[src/rtl/pf_ddr4_lane_rx_bitslip_ctrl.sv]
// Read-training word aligner for one DDR4 DQ/DM lane: slips the RX IOD until PATTERN locks.
// Optional post-lock mismatch counter on ERR_CNT is built only when PF_DDR4_RX_ERR_CNT_EN is defined.
module pf_ddr4_lane_rx_bitslip_ctrl #(
  parameter logic [7:0] PATTERN    = 8'h0F,
  parameter int         MATCH_CNT  = 8,
  parameter int         SETTLE_CYC = 4,
  parameter int         MAX_SLIP   = 7
) (
  input  logic       FAB_CLK,
  input  logic       ARST_N,
  input  logic       TRAIN_START,
  input  logic [7:0] RX_DATA_IN,
  input  logic       RX_VALID,
  output logic       RX_BIT_SLIP,
  output logic       LOCKED,
  output logic       FAIL,
  output logic       BUSY,
  output logic [2:0] SLIP_COUNT,
  output logic [7:0] RX_DATA_OUT,
  output logic       RX_DATA_OUT_VALID,
  output logic [7:0] ERR_CNT
);

  typedef enum logic [2:0] {
    ST_IDLE,
    ST_CHECK,
    ST_SLIP,
    ST_SETTLE,
    ST_LOCK,
    ST_FAIL
  } state_t;

  localparam logic [7:0] MATCH_TGT   = 8'(MATCH_CNT);
  localparam logic [3:0] SETTLE_LAST = 4'(SETTLE_CYC - 1);
  localparam logic [2:0] SLIP_MAX    = 3'(MAX_SLIP);

  // Reset asserts immediately but releases only on a clock edge.
  logic [1:0] rst_pipe;
  logic       rst_n;

  always_ff @(posedge FAB_CLK or negedge ARST_N) begin
    if (!ARST_N) rst_pipe <= 2'b00;
    else         rst_pipe <= {rst_pipe[0], 1'b1};
  end

  assign rst_n = rst_pipe[1];

  state_t     state_q, state_d;
  logic [7:0] match_q, match_d;
  logic [3:0] settle_q, settle_d;
  logic [2:0] slip_q, slip_d;

  // NOTE: state uses non-blocking assignments so every flop samples pre-edge values.
  always_ff @(posedge FAB_CLK or negedge rst_n) begin
    if (!rst_n) begin
      state_q  <= ST_IDLE;
      match_q  <= 8'd0;
      settle_q <= 4'd0;
      slip_q   <= 3'd0;
    end else begin
      state_q  <= state_d;
      match_q  <= match_d;
      settle_q <= settle_d;
      slip_q   <= slip_d;
    end
  end

  // NOTE: every comb output gets a default first so no path can infer a latch.
  always_comb begin
    state_d  = state_q;
    match_d  = match_q;
    settle_d = settle_q;
    slip_d   = slip_q;
    if (TRAIN_START) begin
      state_d  = ST_CHECK;
      match_d  = 8'd0;
      settle_d = 4'd0;
      slip_d   = 3'd0;
    end else begin
      unique case (state_q)
        ST_IDLE: ;
        ST_CHECK: begin
          // Lock is taken on the cycle after the final match has been counted.
          if (match_q == MATCH_TGT) begin
            state_d = ST_LOCK;
          end else if (RX_VALID) begin
            if (RX_DATA_IN == PATTERN) begin
              match_d = match_q + 8'd1;
            end else begin
              match_d = 8'd0;
              state_d = (slip_q == SLIP_MAX) ? ST_FAIL : ST_SLIP;
            end
          end
        end
        ST_SLIP: begin
          slip_d   = slip_q + 3'd1;
          settle_d = 4'd0;
          state_d  = ST_SETTLE;
        end
        ST_SETTLE: begin
          if (settle_q == SETTLE_LAST) begin
            settle_d = 4'd0;
            match_d  = 8'd0;
            state_d  = ST_CHECK;
          end else begin
            settle_d = settle_q + 4'd1;
          end
        end
        ST_LOCK: ;
        ST_FAIL: ;
        default: state_d = ST_IDLE;
      endcase
    end
  end

  assign RX_BIT_SLIP = (state_q == ST_SLIP);
  assign LOCKED      = (state_q == ST_LOCK);
  assign FAIL        = (state_q == ST_FAIL);
  assign BUSY        = (state_q == ST_CHECK) || (state_q == ST_SLIP) || (state_q == ST_SETTLE);
  assign SLIP_COUNT  = slip_q;

  // Valid is suppressed when a restart is leaving LOCK so it never shows outside LOCK.
  always_ff @(posedge FAB_CLK or negedge rst_n) begin
    if (!rst_n) begin
      RX_DATA_OUT       <= 8'd0;
      RX_DATA_OUT_VALID <= 1'b0;
    end else begin
      if (state_q == ST_LOCK) RX_DATA_OUT <= RX_DATA_IN;
      RX_DATA_OUT_VALID <= (state_q == ST_LOCK) && RX_VALID && !TRAIN_START;
    end
  end

`ifdef PF_DDR4_RX_ERR_CNT_EN
  logic [7:0] err_q;

  always_ff @(posedge FAB_CLK or negedge rst_n) begin
    if (!rst_n) begin
      err_q <= 8'd0;
    end else if (TRAIN_START) begin
      err_q <= 8'd0;
    end else if ((state_q == ST_LOCK) && RX_VALID && (RX_DATA_IN != PATTERN) && (err_q != 8'hFF)) begin
      err_q <= err_q + 8'd1;
    end
  end

  assign ERR_CNT = err_q;
`else
  assign ERR_CNT = 8'h00;
`endif

endmodule

[config.mk]
export PLATFORM = sky130hd
export DESIGN_NAME = pf_ddr4_lane_rx_bitslip_ctrl
export DESIGN_NICKNAME = d
export VERILOG_FILES = /design/src/rtl/pf_ddr4_lane_rx_bitslip_ctrl.sv
export SDC_FILE = /design/constraint.sdc
export NUM_CORES = 1
export LEC_CHECK = 0
export BUFFER_PORTS_ARGS = -buffer_cell sky130_fd_sc_hd__buf_2
export CAP_MARGIN = 15
export CELL_PAD_IN_SITES_DETAIL_PLACEMENT = 0
export CELL_PAD_IN_SITES_GLOBAL_PLACEMENT = 2
export CORE_MARGIN = 2
export CORE_UTILIZATION = 36
export DETAILED_ROUTE_END_ITERATION = 7
export HOLD_SLACK_MARGIN = 0.1
export PLACE_DENSITY = 0.8
export SLEW_MARGIN = 20
export SYNTH_ARGS = -nofsm -noshare
export SYNTH_HDL_FRONTEND = slang
export SYNTH_SLANG_ARGS = --single-unit
export TNS_END_PERCENT = 5
[constraint.sdc]
create_clock -name FAB_CLK -period 2.3 [get_ports FAB_CLK]
set_input_delay 0 -clock FAB_CLK [delete_from_list [all_inputs] [get_ports FAB_CLK]]
set_output_delay 0 -clock FAB_CLK [all_outputs]
set_load 0.005 [all_outputs]
==> impl_metrics.env, run 1 <==
export IMPL_status="completed"
export IMPL_setup_violations=0
export IMPL_vdd_drop_max_mv=0.333
export IMPL_layout_common_cells="dfrtp_1, buf_2, dlygate4sd3_1"
export IMPL_synth_edf_count=0
export IMPL_dp_slack_ns=0.396
export IMPL_swShare_pct=30.6
export IMPL_core_um2=4320
export IMPL_setup_slack_ns=0.331
export IMPL_met1_length_um=1490
export IMPL_reg2reg_slack_ns=0.36
export IMPL_synth_seq_cells=29
export IMPL_path_max_fanout=17
export IMPL_layout_commonest_cell="dfrtp_1"
export IMPL_postPlaceCellArea_um2=1760
export IMPL_drtPass1Iterations=4
export IMPL_h_tree_depth=2
export IMPL_top_layer="met4"
export IMPL_finalCriticalPeriod_ns=1.97
export IMPL_antenna_found_initial=0
export IMPL_numCtsBuffers=5
export IMPL_synth_cells=147
export IMPL_pwr_share_seq_pct=43.4
export IMPL_top_level_ports=36
export IMPL_areaGrowthSynthToFinish_pct=23.3
export IMPL_power_density_nw_per_um2=683
export IMPL_vias=1265
export IMPL_clk_latency_ns=0.28
export IMPL_drt_iter0_drc=56
export IMPL_utilization_pct=45.6
export IMPL_die_h_um=70.6
export IMPL_cts_tree="built"
export IMPL_p_sw_w=0.000412
export IMPL_end_kind="register"
export IMPL_cp_data_arrival_time_ns=2.12
export IMPL_synth_top_cell_area_share_pct=45.4
export IMPL_fin_area_um2=1970
export IMPL_ant_nets=0
export IMPL_fin_setup_tns_ns=0
export IMPL_drc=0
export IMPL_fp_dieW_um=70.6
export IMPL_cts_resized_gates=0
export IMPL_cp_start_kind="primary input"
export IMPL_yosys_cell_types_count=45
export IMPL_leakagePower_nw=0.950
export IMPL_gr_total_overflow=0
export IMPL_ys_seq_area_share_pct=45.4
export IMPL_synth_area_leader_cell="dfrtp_1"
export IMPL_grt_use_total_pct=15.6
export IMPL_p_clk_share_pct=31.0
export IMPL_dp_hpwl_um=2500
export IMPL_wl_met2_um=1780
export IMPL_clk_pin_slew_worst_paths_ns=0.06
export IMPL_holdCritPathClass="reg2async"
export IMPL_max_cap_violations=0
export IMPL_synth_area_um2=1600
export IMPL_clockBufferDepth=2
export IMPL_rows=24
export IMPL_synth_area_leaders="dfrtp_1, mux2_2, ha_1"
export IMPL_grt_start_max_net_pins=18
export IMPL_final_nets=208
export IMPL_port_buffers=27
export IMPL_clock_sinks=29
export IMPL_place_congestion=0.844
export IMPL_maxSlewViolCount=0
export IMPL_cts_root_buffer="clkbuf_8"
export IMPL_r2r_end="state_q[0]"
export IMPL_drive_above_1_share_pct=29.3
export IMPL_intPower_w=0.000934
export IMPL_rsz0062_at_grt="false"
export IMPL_viasPerCell=5.21
export IMPL_hold_violations=0
export IMPL_finalWirelength_um=3500
export IMPL_cp_data_required_time_ns=2.45
export IMPL_fmax_mhz=508
export IMPL_period_share_pct=85.6
export IMPL_grt_pass1_wl_um=5990
export IMPL_r2r_start="match_q[0]"
export IMPL_first_global_vias=1254
export IMPL_die_area_um2=4990
export IMPL_ff2ff_path_depth=6
export IMPL_route_met3_wl_um=165
export IMPL_skew_ns=0.00540
export IMPL_synthFlopType="dfrtp_1"
export IMPL_antennaDiodeCount=0
export IMPL_start_util_pct=37.0
export IMPL_async_flop_share_pct=100
export IMPL_syn_avg_cell_area_um2=10.9
export IMPL_postCtsSetupBuffers=0
export IMPL_pwr_share_comb_pct=25.6
export IMPL_yosysWarnings=0
export IMPL_critPathKind="in2reg"
export IMPL_drt_wirelength_per_cell_um=14.4
==> worst max-delay path, cell delays in order <==
cell and delay, ns:
dlygate4sd3_1 0.53, buf_2 0.22, or4_4 0.48, o32ai_1 0.33
a21o_1 0.21, mux2_1 0.34
==> metrics by stage <==
| stage | cells | hold slack (ns) | total power (W) |
|---|---|---|---|
| after global placement | 224 | -0.215 | 0.000912 |
| after floorplan | 154 | -0.296 | 0.000830 |
| after CTS | 243 | 0.205 | 0.00137 |
| final | 243 | 0.184 | 0.00135 |
| after detailed placement | 224 | -0.212 | 0.000922 |
| after global routing | 243 | 0.222 | 0.00144 |
==> layout make-up <==
| class | count | area, µm² |
|---|---|---|
| fillers | 421 | 2350 |
| multi-input cells | 109 | 801 |
| flip-flops and latches | 29 | 726 |
| repair buffers | 42 | 278 |
| clock buffers | 7 | 86.3 |
| well taps | 52 | 65.1 |
| inverters | 4 | 15.0 |
==> cells in the mapped netlist (2+ instances only) <==
master	count
a21o_1	2
a21oi_1	6
and3_1	2
and3b_1	2
buf_4	8
clkbuf_1	2
conb_1	2
dfrtp_1	29
ha_1	5
inv_1	4
mux2_2	9
nand2_1	5
nand2b_1	5
nand3_1	6
nor2_1	7
nor2b_1	2
nor3_1	3
nor3b_1	3
o21ai_0	6
o22ai_1	3
o2bb2ai_1	7
o31ai_1	2
o32ai_1	2
or2_2	3
or4_4	2
==> power by group through the flow <==
stage          Combinational (W)  Clock (W)  Sequential (W)
6_report                0.000344   0.000417        0.000584
5_1_grt                 0.000382   0.000469        0.000591
4_1_cts                 0.000346   0.000435        0.000585
3_5_place_dp            0.000328          0        0.000594
3_3_place_gp            0.000322          0        0.000590
2_1_floorplan           0.000241          0        0.000589
==> how the worst max path moves through the flow <==
stage | startpoint | endpoint | slack (ns)
after floorplan | match_q[0] | state_q[0] | 0.55
after global placement | settle_q[0] | state_q[2] | 0.45
after detailed placement | match_q[0] | state_q[0] | 0.40
after CTS | TRAIN_START | state_q[2] | 0.31
after global routing | match_q[0] | state_q[0] | 0.21
final | TRAIN_START | state_q[2] | 0.33
==> cells by family (layout without fill, tap and decap cells) <==
group / after synthesis / in the layout / synth area share (%)
buf+inv: 16 / 53 / 6.11
flops: 29 / 29 / 45.4
simple gates: 48 / 48 / 19.7
mux: 11 / 11 / 7.67
fa+ha+maj: 5 / 5 / 3.92
other cells: 2 / 9 / 0.470
xor+xnor: 1 / 1 / 0.548
compound gates: 35 / 35 / 16.2
==> sequential cells by signal, indices dropped and copies added (netlist names) <==
| register | count |
|---|---|
| RX_DATA_OUT | 8 |
| match_q | 8 |
| settle_q | 4 |
| SLIP_COUNT | 3 |
| state_q | 3 |
| rst_pipe | 2 |
| RX_DATA_OUT_VALID | 1 |
==> metal layers <==
layer	GRT usage, %	up-vias
met4	5.66	0
met3	4.84	6
met1	18.4	621
met2	26.9	29
met5	0	-
li1	-	609
==> what timing repair did <==
item / 4_1_cts / 5_1_grt
hold buffers: 12 / 0
hold endpoints to repair: 12 / 0
setup endpoints to repair: 0 / 0
Power figures use the tool's default switching activity.
==> inputs of run 2 (changes only) <==
--- a/config.mk
+++ b/config.mk
@@ -5,15 +5,15 @@
 export SDC_FILE = /design/constraint.sdc
 export NUM_CORES = 1
 export LEC_CHECK = 0
-export BUFFER_PORTS_ARGS = -buffer_cell sky130_fd_sc_hd__buf_2
 export CAP_MARGIN = 15
 export CELL_PAD_IN_SITES_DETAIL_PLACEMENT = 0
 export CELL_PAD_IN_SITES_GLOBAL_PLACEMENT = 2
 export CORE_MARGIN = 2
-export CORE_UTILIZATION = 36
+export CORE_UTILIZATION = 42
 export DETAILED_ROUTE_END_ITERATION = 7
+export DONT_BUFFER_PORTS = 1
 export HOLD_SLACK_MARGIN = 0.1
-export PLACE_DENSITY = 0.8
+export PLACE_DENSITY = 0.79
 export SLEW_MARGIN = 20
 export SYNTH_ARGS = -nofsm -noshare
 export SYNTH_HDL_FRONTEND = slang
==> run 2 against run 1 <==
Compared with the run above:
- clock-buffer cell count decreased by 1
- global-route usage is 0.80 points higher
- critical path depth fell by 1
- clock skew down 0.0018 ns
- via count fell by 9.6%
- die area decreased by 14%
- combinational power is 9.3% lower
- sequential power barely moved
- worst hold slack got worse by 0.074 ns
==> impl_metrics.env, run 2 (synthesis gave the netlist of run 1 again) <==
export IMPL_clockBufferDepth=2
export IMPL_ant_nets=0
export IMPL_drtPass1Iterations=4
export IMPL_fillers=351
export IMPL_relSlewSlack_pct=66.6
export IMPL_cts_resized_gates=0
export IMPL_areaGrowthSynthToFinish_pct=14.3
export IMPL_cp_data_arrival_time_ns=2.15
export IMPL_period_share_pct=86.5
export IMPL_grt_pass1_wl_um=5290
export IMPL_place_congestion=0.739
export IMPL_numCtsBuffers=5
export IMPL_cp_start_kind="primary input"
export IMPL_rsz0062_at_grt="false"
export IMPL_vdd_drop_max_mv=0.380
export IMPL_drc=0
export IMPL_skew_ns=0.00360
export IMPL_h_tree_depth=2
export IMPL_setup_violations=0
export IMPL_fp_dieW_um=65.7
export IMPL_port_buffers=0
export IMPL_grt_start_max_net_pins=28
export IMPL_layout_common_cells="dfrtp_1, dlygate4sd3_1, mux2_2, conb_1"
export IMPL_maxSlewViolCount=0
export IMPL_cpPeakStageDelay_ns=0.73
export IMPL_top_level_ports=36
export IMPL_leakagePower_nw=0.821
export IMPL_hold_depth=4
export IMPL_power_density_nw_per_um2=709
export IMPL_fin_setup_tns_ns=0
export IMPL_r2r_start="match_q[0]"
export IMPL_min_to="match_q[1]"
export IMPL_cts_root_buffer="clkbuf_8"
export IMPL_fmax_mhz=503
export IMPL_core_um2=3660
export IMPL_status="completed"
export IMPL_path_max_fanout=13
export IMPL_crit_slowest_cell="dlygate4sd3_1"
export IMPL_path_cells="dlygate4sd3_1 > or4_4 > o32ai_1 > a21o_1 > mux2_2"
export IMPL_antennaDiodeCount=0
export IMPL_layout_commonest_cell="dfrtp_1"
export IMPL_vias=1143
export IMPL_clk_pin_slew_worst_paths_ns=0.06
export IMPL_end_kind="register"
export IMPL_drt_iter0_drc=71
export IMPL_dp_hpwl_um=2240
export IMPL_max_cap_violations=0
export IMPL_clock_sinks=29
export IMPL_fin_total_pwr_w=0.00130
export IMPL_cp_top_family="buffers and inverters"
export IMPL_die_area_um2=4310
export IMPL_worst_pin_slew_ns=0.500
export IMPL_final_nets=181
export IMPL_reg_largest_list="RX_DATA_OUT (8), match_q (8), settle_q (4)"
export IMPL_holdCritPathClass="in2reg"
export IMPL_rows=22
export IMPL_hold_violations=0
export IMPL_clk_latency_ns=0.28
export IMPL_start_util_pct=43.6
export IMPL_cp_data_required_time_ns=2.46
export IMPL_die_h_um=65.7
export IMPL_finalCriticalPeriod_ns=1.99
export IMPL_path_buf_inv=1
export IMPL_gr_total_overflow=0
export IMPL_first_global_vias=1144
export IMPL_reg2reg_slack_ns=0.38
export IMPL_finalWirelength_um=3210
export IMPL_drive_above_1_share_pct=18.2
export IMPL_min_from="RX_DATA_IN[6]"
export IMPL_antenna_found_initial=0
export IMPL_critPathKind="in2reg"
export IMPL_drt_wirelength_per_cell_um=15.1
export IMPL_viasPerCell=5.37
export IMPL_cts_hold_fix_buffers=12
export IMPL_ff2ff_path_depth=6
export IMPL_grt_use_total_pct=16.4
export IMPL_cts_tree="built"
export IMPL_postCtsSetupBuffers=0
export IMPL_r2r_end="state_q[0]"
run 2: cell count changes in the layout (fill, tap and decap cells not counted):
cell	before	now
clkinv_2	0	2
clkbuf_8	6	5
buf_2	27	0
run 2: cell type report:
class                   instances  area (µm²)  share of cell area, %
repair buffers                 15         143                   7.81
well taps                      48        60.1                   3.29
clock buffers                   6        72.6                   3.97
flip-flops and latches         29         726                   39.7
multi-input cells             109         801                   43.8
clock inverters                 2        10.0                  0.548
inverters                       4        15.0                  0.822
run 2: metal layers:
layer	share of wire, %	routed length [µm]	track usage [%]
met4	1.6	50	6.77
met5	0	0	0
met3	3.4	108	4.62
met2	51	1630	27.3
met1	44	1420	19.9
run 2: worst max path at each step:
stage           startpoint  depth (start not counted)         end
2_1_floorplan   match_q[0]                          6  state_q[0]
3_3_place_gp    match_q[0]                          6  state_q[0]
3_5_place_dp    match_q[0]                          6  state_q[0]
4_1_cts        TRAIN_START                          5  state_q[0]
5_1_grt        TRAIN_START                          5  state_q[0]
6_report       TRAIN_START                          5  state_q[0]
run 2: through the flow:
step	instances	setup WS [ns]	instance area, µm²	hold slack [ns]	util [%]
floorplan	154	0.549	1620	-0.296	-
detailed placement	193	0.391	1620	-0.296	44.4
finish	213	0.310	1830	0.110	49.9
CTS	213	0.304	1830	0.102	49.9
global route	213	0.222	1830	0.138	49.9
global placement	193	0.460	1620	-0.296	44.4
run 2: power breakdown:
group	switching (W)	internal, W
logic	0.000183	0.000130
registers	0.0000355	0.000546
clock network	0.000193	0.000209
total	0.000411	0.000884
run 2: worst register-to-register path, stage by stage, from the launching register on:
cell and delay [ns]:
dfrtp_1 0.39, inv_1 0.09, ha_1 0.14, nor4b_2 0.38, a21oi_1 0.20, a211o_1 0.33
mux2_2 0.26
==> inputs of run 3 (changes only) <==
--- a/config.mk
+++ b/config.mk
@@ -9,11 +9,13 @@
 export CELL_PAD_IN_SITES_DETAIL_PLACEMENT = 0
 export CELL_PAD_IN_SITES_GLOBAL_PLACEMENT = 2
 export CORE_MARGIN = 2
-export CORE_UTILIZATION = 42
+export CORE_UTILIZATION = 44
+export CTS_BUF_LIST = sky130_fd_sc_hd__clkbuf_2
 export DETAILED_ROUTE_END_ITERATION = 7
 export DONT_BUFFER_PORTS = 1
 export HOLD_SLACK_MARGIN = 0.1
-export PLACE_DENSITY = 0.79
+export PLACE_DENSITY = 0.83
+export RECOVER_POWER = 50
 export SLEW_MARGIN = 20
 export SYNTH_ARGS = -nofsm -noshare
 export SYNTH_HDL_FRONTEND = slang
==> run 3 against run 2 <==
Compared with the run above:
- the flow now finishes with violations (capacitance limit, slew limit)
- clock skew rose by 0.017 ns
- clock power decreased by 35%
- sequential cell count is the same
- cell count is 0.47% lower
- critical path type is now reg2reg
- clock-buffer cell count unchanged
- core utilization is 2.4 points higher
- sequential power hardly changed
- largest cell class unchanged
- register-to-register slack is essentially flat
- die area is 4.3% lower
- critical endpoint unchanged
- highest routed layer unchanged
- routed wire length is 0.81% lower
- power fell by 11%
==> impl_metrics.env, run 3 (synthesis gave the netlist of run 1 again) <==
export IMPL_status="finished with violations"
export IMPL_violations="capacitance limit, slew limit"
export IMPL_drtPass1Iterations=4
export IMPL_clock_sinks=29
export IMPL_clk_pin_slew_worst_paths_ns=0.15
export IMPL_worst_pin_slew_ns=1.51
export IMPL_fp_dieW_um=64.3
export IMPL_clockBufferDepth=2
export IMPL_grt_pass1_wl_um=5380
export IMPL_final_nets=182
export IMPL_antenna_found_initial=0
export IMPL_ff2ff_path_depth=6
export IMPL_cts_resized_gates=0
export IMPL_core_um2=3420
export IMPL_viasPerCell=5.58
export IMPL_skew_ns=0.0203
export IMPL_crit_start="match_q[0]"
export IMPL_finalWirelength_um=3180
export IMPL_hold_depth=3
export IMPL_path_max_fanout=3
export IMPL_cp_data_arrival_time_ns=2.18
export IMPL_hold_violations=0
export IMPL_r2r_start="match_q[0]"
export IMPL_drive_above_1_share_pct=18.7
export IMPL_die_h_um=64.3
export IMPL_drc=0
export IMPL_rows=21
export IMPL_cts_tree="built"
export IMPL_clk_latency_ns=0.38
export IMPL_cp_data_required_time_ns=2.57
export IMPL_holdCritPathClass="in2reg"
export IMPL_finalCriticalPeriod_ns=1.91
export IMPL_period_share_pct=83.0
export IMPL_h_tree_depth=2
export IMPL_first_global_vias=1168
export IMPL_met1_length_um=1420
export IMPL_cp_start_kind="register"
export IMPL_power_density_nw_per_um2=647
export IMPL_drt_wirelength_per_cell_um=15.0
export IMPL_dp_hpwl_um=2170
export IMPL_ant_nets=0
export IMPL_port_buffers=0
export IMPL_vdd_drop_max_mv=0.393
export IMPL_fmax_mhz=524
export IMPL_setup_violations=0
export IMPL_wl_met2_um=1570
export IMPL_reg2reg_slack_ns=0.39
export IMPL_route_met3_wl_um=150
export IMPL_hold_ws_ns=0.0931
export IMPL_areaGrowthSynthToFinish_pct=11.7
export IMPL_maxSlewViolCount=28
export IMPL_start_util_pct=46.8
export IMPL_end_kind="register"
export IMPL_postCtsSetupBuffers=0
export IMPL_layout_commonest_cell="dfrtp_1"
export IMPL_layout_common_cells="dfrtp_1, dlygate4sd3_1, mux2_2, conb_1"
export IMPL_die_area_um2=4130
export IMPL_grt_use_total_pct=17.2
export IMPL_top_layer="met4"
export IMPL_vias=1183
export IMPL_cts_root_buffer="clkbuf_2"
export IMPL_worstSetupEndpoint="state_q[0]"
export IMPL_rsz0062_at_grt="false"
export IMPL_gr_total_overflow=0
export IMPL_relSlewSlack_pct=-0.556
export IMPL_top_level_ports=36
export IMPL_grt_start_max_net_pins=28
export IMPL_place_congestion=0.826
export IMPL_fin_setup_tns_ns=0
export IMPL_max_cap_violations=1
export IMPL_reg_largest_list="RX_DATA_OUT (8), match_q (8), settle_q (4)"
export IMPL_numCtsBuffers=5
export IMPL_critPathKind="reg2reg"
export IMPL_r2r_end="state_q[0]"
export IMPL_drt_iter0_drc=64
export IMPL_leakagePower_nw=0.811
export IMPL_antennaDiodeCount=0
-- run 3: cell count changes in the layout (fill, tap and decap cells not counted), sizes merged --
cell / before / now
clkbuf: 6 / 7
-- run 3: worst max-delay path: stages (launching register included) --
cell     delay, ns
dfrtp_1       0.42
inv_1         0.09
ha_1          0.14
nor4b_2       0.38
a21oi_1       0.20
a211o_1       0.32
mux2_2        0.26
-- run 3: worst min-delay path by stage --
stage                start           to  slack [ns]
2_1_floorplan       ARST_N  rst_pipe[0]       -0.30
6_report       TRAIN_START   state_q[2]        0.09
4_1_cts        TRAIN_START   state_q[2]        0.10
3_3_place_gp        ARST_N  rst_pipe[1]       -0.30
3_5_place_dp        ARST_N  rst_pipe[0]       -0.30
5_1_grt        TRAIN_START   state_q[2]        0.10
-- run 3: area by class of cell --
type,instances,area [µm²]
clock inverter,2,10.0
timing repair buffer,16,146
fill,312,1630
inverter,4,15.0
multi-input combinational,109,801
clock buffer,6,30.0
sequential,29,726
tap,46,57.6
-- run 3: timing repair --
item / CTS / global route
endpoints found under the setup margin: 0 / 0
endpoints found under the hold margin: 29 / 0
hold buffers: 12 / 0
-- run 3: power breakdown --
group	leakage [nW]	switching [W]	internal (W)
registers	0.395	0.0000375	0.000545
logic	0.383	0.000182	0.000129
clock network	0.0327	0.000186	0.0000761
total	0.811	0.000405	0.000751
-- run 3: layer usage --
metal | vias up | track usage, %
li1 | 561 | -
met5 | - | 0
met2 | 32 | 27.5
met3 | 5 | 4.40
met1 | 585 | 21.7
met4 | 0 | 7.98
-- run 3: metrics by stage --
stage | power [W] | cells | utilization [%] | setup WS (ns) | instance area, µm²
2_1_floorplan | 0.000830 | 154 | - | 0.549 | 1620
3_3_place_gp | 0.000878 | 192 | 47.7 | 0.474 | 1630
3_5_place_dp | 0.000884 | 192 | 47.7 | 0.406 | 1630
4_1_cts | 0.00117 | 212 | 52.4 | 0.355 | 1790
5_1_grt | 0.00123 | 212 | 52.3 | 0.235 | 1790
6_report | 0.00116 | 212 | 52.3 | 0.390 | 1790
